**src/rtl/gf_mul_seq.sv**
```systemverilog
// -----------------------------------------------------------------------------
// gf_mul_seq
//   Multi-lane sequential GF(2^WIDTH) multiplier. Each lane computes
//   p = a*b mod POLY with a shift-and-add loop that consumes BITS_PER_CYCLE
//   bits of b per RUN cycle, LSB first. All lanes share one control FSM and
//   run in lockstep.
//
//   Handshake: a transfer happens on a rising edge where valid and ready are
//   both 1. The producer holds its data and valid stable until that edge; the
//   consumer may change ready freely. in_ready is high only in IDLE, out_valid
//   is high only in DONE, and p stays stable while out_valid=1 && out_ready=0.
//
//   Optional feature (macro GF_MUL_EARLY_DONE_EN): once the remaining b bits
//   are zero in every lane, the FSM leaves RUN early. Results are unchanged;
//   only latency varies. Without the macro the latency is fixed at
//   WIDTH/BITS_PER_CYCLE+1 edges from accept to out_valid.
//
// Ports
//   clk        in   1            rising-edge clock
//   rst        in   1            synchronous active-high reset
//   in_valid   in   1            a/b operands valid
//   in_ready   out  1            block can accept operands (IDLE only)
//   a          in   LANES*WIDTH  multiplicand, lane i = a[i*WIDTH +: WIDTH]
//   b          in   LANES*WIDTH  multiplier, same packing
//   out_valid  out  1            p holds a finished product (DONE only)
//   out_ready  in   1            consumer takes p
//   p          out  LANES*WIDTH  product, same packing
//   busy       out  1            FSM in RUN or DONE
//   dbg_state  out  2            current FSM state (0=IDLE,1=RUN,2=DONE)
// -----------------------------------------------------------------------------
module gf_mul_seq #(
  parameter int               WIDTH          = 8,
  parameter logic [WIDTH:0]   POLY           = 9'h11D,
  parameter int               LANES          = 4,
  parameter int               BITS_PER_CYCLE = 1
) (
  input  logic                     clk,
  input  logic                     rst,
  input  logic                     in_valid,
  output logic                     in_ready,
  input  logic [LANES*WIDTH-1:0]   a,
  input  logic [LANES*WIDTH-1:0]   b,
  output logic                     out_valid,
  input  logic                     out_ready,
  output logic [LANES*WIDTH-1:0]   p,
  output logic                     busy,
  output logic [1:0]               dbg_state
);

  localparam int STEPS = WIDTH / BITS_PER_CYCLE;
  localparam int CW    = $clog2(STEPS) + 1;
  localparam logic [CW-1:0] LAST_STEP = CW'(STEPS - 1);

  typedef enum logic [1:0] {
    S_IDLE = 2'd0,
    S_RUN  = 2'd1,
    S_DONE = 2'd2
  } state_t;

  state_t                 r_state;
  logic                   r_in_ready;
  logic                   r_out_valid;
  logic                   r_busy;
  logic [LANES*WIDTH-1:0] r_p;
  logic [CW-1:0]          r_cnt;
  // Set once the last step has been applied; RUN then spends one more cycle
  // handing acc over to p on the way into DONE.
  logic                   r_fin;

  logic [WIDTH-1:0] r_sh_a [LANES];
  logic [WIDTH-1:0] r_sh_b [LANES];
  logic [WIDTH-1:0] r_acc  [LANES];

  logic [WIDTH-1:0] w_sh_a_nx [LANES];
  logic [WIDTH-1:0] w_sh_b_nx [LANES];
  logic [WIDTH-1:0] w_acc_nx  [LANES];
  logic             w_fin_nx;
`ifdef GF_MUL_EARLY_DONE_EN
  logic             w_any_b;
`endif

  // Multiply by x modulo POLY: shift left, fold the overflow bit back in.
  function automatic logic [WIDTH-1:0] xtime(input logic [WIDTH-1:0] v);
    return {v[WIDTH-2:0], 1'b0} ^ (v[WIDTH-1] ? POLY[WIDTH-1:0] : '0);
  endfunction

  // One RUN step per lane: BITS_PER_CYCLE unrolled shift-and-add iterations.
  always_comb begin
    logic [WIDTH-1:0] ta, tb, tacc;
    ta   = '0;
    tb   = '0;
    tacc = '0;
`ifdef GF_MUL_EARLY_DONE_EN
    w_any_b = 1'b0;
`endif
    for (int l = 0; l < LANES; l++) begin
      ta   = r_sh_a[l];
      tb   = r_sh_b[l];
      tacc = r_acc[l];
      for (int k = 0; k < BITS_PER_CYCLE; k++) begin
        if (tb[0]) tacc = tacc ^ ta;
        ta = xtime(ta);
        tb = tb >> 1;
      end
      w_sh_a_nx[l] = ta;
      w_sh_b_nx[l] = tb;
      w_acc_nx[l]  = tacc;
`ifdef GF_MUL_EARLY_DONE_EN
      w_any_b = w_any_b | (|tb);
`endif
    end
  end

`ifdef GF_MUL_EARLY_DONE_EN
  // Remaining multiplier bits all zero: further steps cannot change acc.
  assign w_fin_nx = (r_cnt == LAST_STEP) || !w_any_b;
`else
  assign w_fin_nx = (r_cnt == LAST_STEP);
`endif

  always_ff @(posedge clk) begin
    if (rst) begin
      r_state     <= S_IDLE;
      r_in_ready  <= 1'b1;
      r_out_valid <= 1'b0;
      r_busy      <= 1'b0;
      r_p         <= '0;
      r_cnt       <= '0;
      r_fin       <= 1'b0;
      for (int l = 0; l < LANES; l++) begin
        r_sh_a[l] <= '0;
        r_sh_b[l] <= '0;
        r_acc[l]  <= '0;
      end
    end else begin
      case (r_state)
        S_IDLE: begin
          // in_ready is 1 throughout IDLE, so in_valid alone completes the handshake.
          if (in_valid) begin
            for (int l = 0; l < LANES; l++) begin
              r_sh_a[l] <= a[l*WIDTH +: WIDTH];
              r_sh_b[l] <= b[l*WIDTH +: WIDTH];
              r_acc[l]  <= '0;
            end
            r_cnt      <= '0;
            r_fin      <= 1'b0;
            r_state    <= S_RUN;
            r_in_ready <= 1'b0;
            r_busy     <= 1'b1;
          end
        end
        S_RUN: begin
          if (r_fin) begin
            for (int l = 0; l < LANES; l++) begin
              r_p[l*WIDTH +: WIDTH] <= r_acc[l];
            end
            r_state     <= S_DONE;
            r_out_valid <= 1'b1;
          end else begin
            for (int l = 0; l < LANES; l++) begin
              r_sh_a[l] <= w_sh_a_nx[l];
              r_sh_b[l] <= w_sh_b_nx[l];
              r_acc[l]  <= w_acc_nx[l];
            end
            r_cnt <= r_cnt + 1'b1;
            r_fin <= w_fin_nx;
          end
        end
        S_DONE: begin
          if (out_ready) begin
            r_state     <= S_IDLE;
            r_out_valid <= 1'b0;
            r_busy      <= 1'b0;
            r_in_ready  <= 1'b1;
          end
        end
        default: begin
          r_state     <= S_IDLE;
          r_out_valid <= 1'b0;
          r_busy      <= 1'b0;
          r_in_ready  <= 1'b1;
        end
      endcase
    end
  end

  assign in_ready  = r_in_ready;
  assign out_valid = r_out_valid;
  assign busy      = r_busy;
  assign p         = r_p;
  assign dbg_state = r_state;

endmodule
```
**config.mk**
```make
export PLATFORM = sky130hd
export DESIGN_NAME = gf_mul_seq
export DESIGN_NICKNAME = d
export VERILOG_FILES = /design/src/rtl/gf_mul_seq.sv
export SDC_FILE = /design/constraint.sdc
export NUM_CORES = 1
export LEC_CHECK = 0
export CAP_MARGIN = 40
export CORE_UTILIZATION = 56
export DETAILED_ROUTE_END_ITERATION = 8
export GPL_ROUTABILITY_DRIVEN = 0
export GPL_TIMING_DRIVEN = 0
export MAX_ROUTING_LAYER = met4
export PLACE_DENSITY = 0.85
export SETUP_SLACK_MARGIN = 0.02
export SLEW_MARGIN = 10
export SYNTH_ARGS = -nofsm -noshare
export SYNTH_HDL_FRONTEND = slang
export SYNTH_SLANG_ARGS = --single-unit
```
**constraint.sdc**
```tcl
create_clock -name clk -period 3.7 [get_ports clk]
set_clock_uncertainty 0.15 [all_clocks]
set_input_delay 0.555 -clock clk [delete_from_list [all_inputs] [get_ports clk]]
set_output_delay 0.555 -clock clk [all_outputs]
set_load 0.1 [all_outputs]
```
---- Word level (Yosys, flattened, before mapping) ----
Memories as Yosys holds them, arrays and structs flattened.
Cells that the tools add are included.
storage, ports and cells
  memory bits (writable) .................. 96
  memory bits (read-only) ................. 0
  flip-flop bits (word level) ............. 42
  bits in latches ......................... 0
  memories kept ........................... 3
memories
  memory  depth  width  rd ports  clocked after memory_dff  write ports  line  source
  r_acc   4      8      4         0                         4            72    logic [WIDTH-1:0] r_acc [LANES];
  r_sh_a  4      8      4         0                         4            70    logic [WIDTH-1:0] r_sh_a [LANES];
  r_sh_b  4      8      4         0                         4            71    logic [WIDTH-1:0] r_sh_b [LANES];
cells by class
  shift operators ......................... 0
  multiply operators ...................... 0
  order comparisons ....................... 0
  multiplexer cells ....................... 59
  reduce and logical (&&, ||, !) cells .... 8
  equal/unequal tests ..................... 7
  bitwise gates (word level) .............. 34
  divide/modulo/power cells ............... 0
  add/sub/neg operators ................... 1
operators with widths
  cell                                                                    count
  8-bit two-way mux                                                       28
  8-bit by 5-bit XOR with 8-bit output                                    4
  8-bit XOR                                                               4
  1-bit OR                                                                24
  5-bit two-way mux                                                       4
  1-bit two-way mux                                                       16
  3-bit AND reduction                                                     4
  1-bit one-hot mux with 3 select lines                                   3
  4-bit two-way mux                                                       2
  2-bit inequality test (second input constant)                           4
  4-bit one-hot mux with 2 select lines                                   1
  2-bit two-way mux                                                       3
  2-bit one-hot mux with 3 select lines                                   1
  4-bit by 1-bit adder with 4-bit output (second input constant)          1
  4-bit by 3-bit equality test with 1-bit output (second input constant)  1
  2-bit AND reduction                                                     2
  2-bit by 1-bit equality test with 1-bit output (second input constant)  1
  2-bit equality test (second input constant)                             1
  2-bit zero test                                                         1
  1-bit NOT                                                               2
  1-bit one-hot mux with 2 select lines                                   1
  2-bit nonzero test                                                      1

---- Logic depth before layout (Yosys ltp) ----
  depth after elaboration ................. 6
  gate-level depth with buffers ........... 6
  depth with buffers taken out ............ 4

---- Worst setup path after synthesis ----
No wires, ideal clock.
  path kind ............................... register to register
  start ................................... register r_state[0], in the netlist dbg_state[0]
  end ..................................... memory r_acc[0][0] (enable)
  cell stages (with the launch flop) ...... 6
  data arrival time ....................... 2.211 ns
  period minus slack after synthesis ...... 2.737 ns
  path slack .............................. 0.963 ns
  required time ........................... 3.175 ns
  path buffers ............................ 2
  path through ............................ dfxtp_1 -> buf_2 -> nand2b_1 -> a21o_1 -> clkbuf_1 -> a21oi_1
RTL lines
  item                    line  source
  start, declared         60    state_t r_state;
  start signal, assigned  123   r_state <= S_IDLE;
  start signal, assigned  147   r_state <= S_RUN;
  start signal, assigned  157   r_state <= S_DONE;
  end, declared           72

==> summary.md <==
| Metric | Value |
|---|---|
| Status | finished clean |
| Flop-to-flop setup slack | 1130 ps |
| Post-Synth Simple-Gate Area | 10.3% |
| Post-synth top area share | 45.8% |
| Initial antenna violation count | 0 |
| Mapped Nets | 548 |
| Worst hold path class | reg -> reg |
| Final net count | 708 |
| Library cells used by synthesis | 35 |
| Commonest cells in the netlist | edfxtp_1, nand2_1, a22o_1 |
| Ys async rst share | 0% |
| Worst-margin pin slew | 908 ps |
| Vias/cell | 5.84 |
| Root Buffer | clkbuf_8 |
| Share of the yosys chip area belonging to registers | 64.2% |
| PortBufs | 103 |
| Post-synthesis xor/xnor area fraction | 5.59% |
| Drt wl/cell | 19.2 um |
| Final Hold Viols | 0 |
| Postcts setup bufs | 0 |
| Chip height | 102 um |
| WHS Endpoint | p[24]$_SDFFE_PP0P_ |
| Antenna Cells | 0 |
| CTS Sinks | 138 |
| First-pass GRT wire length | 23.4 mm |
| Die area | 0.0105 mm2 |
| H-tree Lvls | 4 |
| Slew Limit Fails | 0 |
| RSZ-0062 raised after global routing | no |
| Initial Util | 57.7% |
| Setup violators final | 0 |
| Hpwl dp | 10.1 mm |
| Crit path largest cell delay | 790 ps |
| Drt drc | 0 |
| Cell Chain, Critical Path | buf_2, nand2b_1, a21o_1, clkbuf_1, a21oi_1 |
| CP Launch Type | flop |
| Crit path time final | 2570 ps |
| Syn Inst Count | 479 |
| Largest net degree at the start of global routing | 17 |
| Worst path arrival time | 2580 ps |
| Fmax | 389 MHz |
| Gates resized, CTS repair | 0 |
| Synth Area in Compound Gates | 15.6% |
| Via Count | 4587 |
| # fillers | 515 |
| Mapped Area | 0.00564 mm2 |
| Tcrit/Tclk final | 69.6% |
| CTS buffer count | 17 |
| CP Capture Type | flop |
| Post-synth EDFFs | 86 |
| Synth Register Bits | 138 |
| Top FF cell, synth | edfxtp_1 |
| Mux contribution to synthesized area | 0.355% |
| Gr usage total | 32.0% |
| YS warnings | 0 |
| Total negative slack | 0 ps |
| Reg clk slew, reported paths | 60 ps |
| Number of max-cap violations | 0 |
| Largest fanout on the critical path | 10 |
| Layout cells sized above 1 | 14.0% |
| Die width | 102 um |
| Core area | 0.00977 mm2 |
| CTS Hold Buffers Added | 0 |
| Clk Latency, worst-skew pair | 540 ps |
| Final wirelength | 15.1 mm |
| P&R area growth vs syn | 41.6% |
| Synth Area in Adders | 0.222% |
| Top post-synthesis cells by area | edfxtp_1, dfxtp_1, a22o_1 |
| CTS tree | yes |
| Pwr Density | 501 mW/mm2 |
| Average size of a mapped cell | 11.8 um2 |
| Dpl cell area | 0.00741 mm2 |
| Final Instance Area | 0.00799 mm2 |
| VDD IR max | 0.000354 V |
| R2R Path Start | dbg_state[0]$_SDFFE_PP0P_ |
| First DRT Iteration DRCs | 371 |
| Slowest-stage cell, CP | a21oi_1 |
| Detailed Routing Iterations Pass 1 | 7 |
| Slew margin rel. | 39.4% |
| Type of the worst setup path | reg -> reg |
| I/O pin count | 105 |
| Worst hold start | p[24]$_SDFFE_PP0P_ |
| Clock Tree Buf Depth | 2 |
| Area leader, netlist | edfxtp_1 |
| Leakage power | 3.00 nW |
| Vias in the first global route | 4682 |
| Hold Path Stages | 2 |
| Dominant cell by count in the synthesized netlist | edfxtp_1 |
| WP data required | 3710 ps |
| Num rows | 36 |
| Largest family of logic cells by synthesized area | compound AO/OA/AOI/OAI gates |
| R2r worst-path depth | 5 |
| R2R Path End | r_acc[3][0]$_SDFFCE_PN0P_ |
| Utilization after layout | 81.8% |
| Final ANT Viol Nets | 0 |
| Remaining global-route overflow | 0 |
critical path: cells and delay by family (launching register included):
family	cells	cell delay, ps
flip-flops	1	400
buffers and inverters	2	490
AO/OA/AOI/OAI	2	1020
AND/OR/NAND/NOR	1	130
per-stage QoR:
stage          power [mW]  hold slack, ps  worst slack, ps  std cells
3_3_place_gp         2.33             291              843        715
2_1_floorplan        2.17             287              963        479
3_5_place_dp         2.36             299              797        752
6_report             4.00             303             1130        785
4_1_cts              3.99             308             1180        784
5_1_grt              4.11             332             1010        785
logic make-up after synthesis:
| family | after synthesis |
|---|---|
| flops | 138 |
| simple gates | 129 |
| compound gates | 126 |
| buf+inv | 47 |
| xor+xnor | 36 |
| mux | 2 |
| fa+ha+maj | 1 |
cells in the final DEF, fill, tap and decap left out, types with 3 or more instances in the layout:
cell type and count:
or3_1 10, a32o_1 3, nand2b_1 3, a22o_1 60
buf_1 5, clkdlybuf4s50_1 103, a21oi_1 48, edfxtp_1 86
inv_1 9, nand2_1 70, clkbuf_16 18, xnor2_1 24
dfxtp_1 52, clkbuf_1 13, buf_8 36, nor2_1 32
o21ai_0 12, buf_2 21, xor2_1 12, clkinvlp_4 3
per-layer routing:
metal	share of wire, %	vias up	routed length (um)	global-route usage, %
met4	3.8	0	571	17.0
met5	0	-	0	-
met1	39	2230	5840	37.6
met2	51	250	7640	51.9
li1	-	2049	-	-
met3	6.9	58	1040	6.57
power by group:
part | internal [mW] | switching [mW]
logic | 0.210 | 0.244
registers | 1.81 | 0.0940
clock network | 0.991 | 0.653
total | 3.01 | 0.991
state kept, by name, indices dropped and copies added (netlist names):
register and cells:
busy 1, dbg_state 2, in_ready 1, out_valid 1
p 32, r_acc 32, r_cnt 4, r_fin 1
r_sh_a 32, r_sh_b 32
area by class of cell:
class / instances / area [um2] / share of cell area, %
timing repair buffer: 141 / 1610 / 20.1
sequential: 138 / 3620 / 45.3
clock inverter: 9 / 86.3 / 1.08
buffer: 37 / 173 / 2.16
multi-input combinational: 294 / 1810 / 22.7
clock buffer: 23 / 489 / 6.12
inverter: 10 / 37.5 / 0.470
tap: 133 / 166 / 2.08
how the worst max path moves through the flow:
stage                              start                        end  cells after the start
6_report       dbg_state[0]$_SDFFE_PP0P_  r_acc[3][0]$_SDFFCE_PN0P_                      5
5_1_grt        dbg_state[0]$_SDFFE_PP0P_  r_acc[3][0]$_SDFFCE_PN0P_                      5
4_1_cts        dbg_state[0]$_SDFFE_PP0P_  r_acc[1][2]$_SDFFCE_PN0P_                      5
3_5_place_dp                    in_valid  r_acc[1][6]$_SDFFCE_PN0P_                      5
3_3_place_gp                    in_valid  r_acc[3][0]$_SDFFCE_PN0P_                      5
2_1_floorplan  dbg_state[0]$_SDFFE_PP0P_  r_acc[0][0]$_SDFFCE_PN0P_                      5
(Power assumes the default switching activity.)
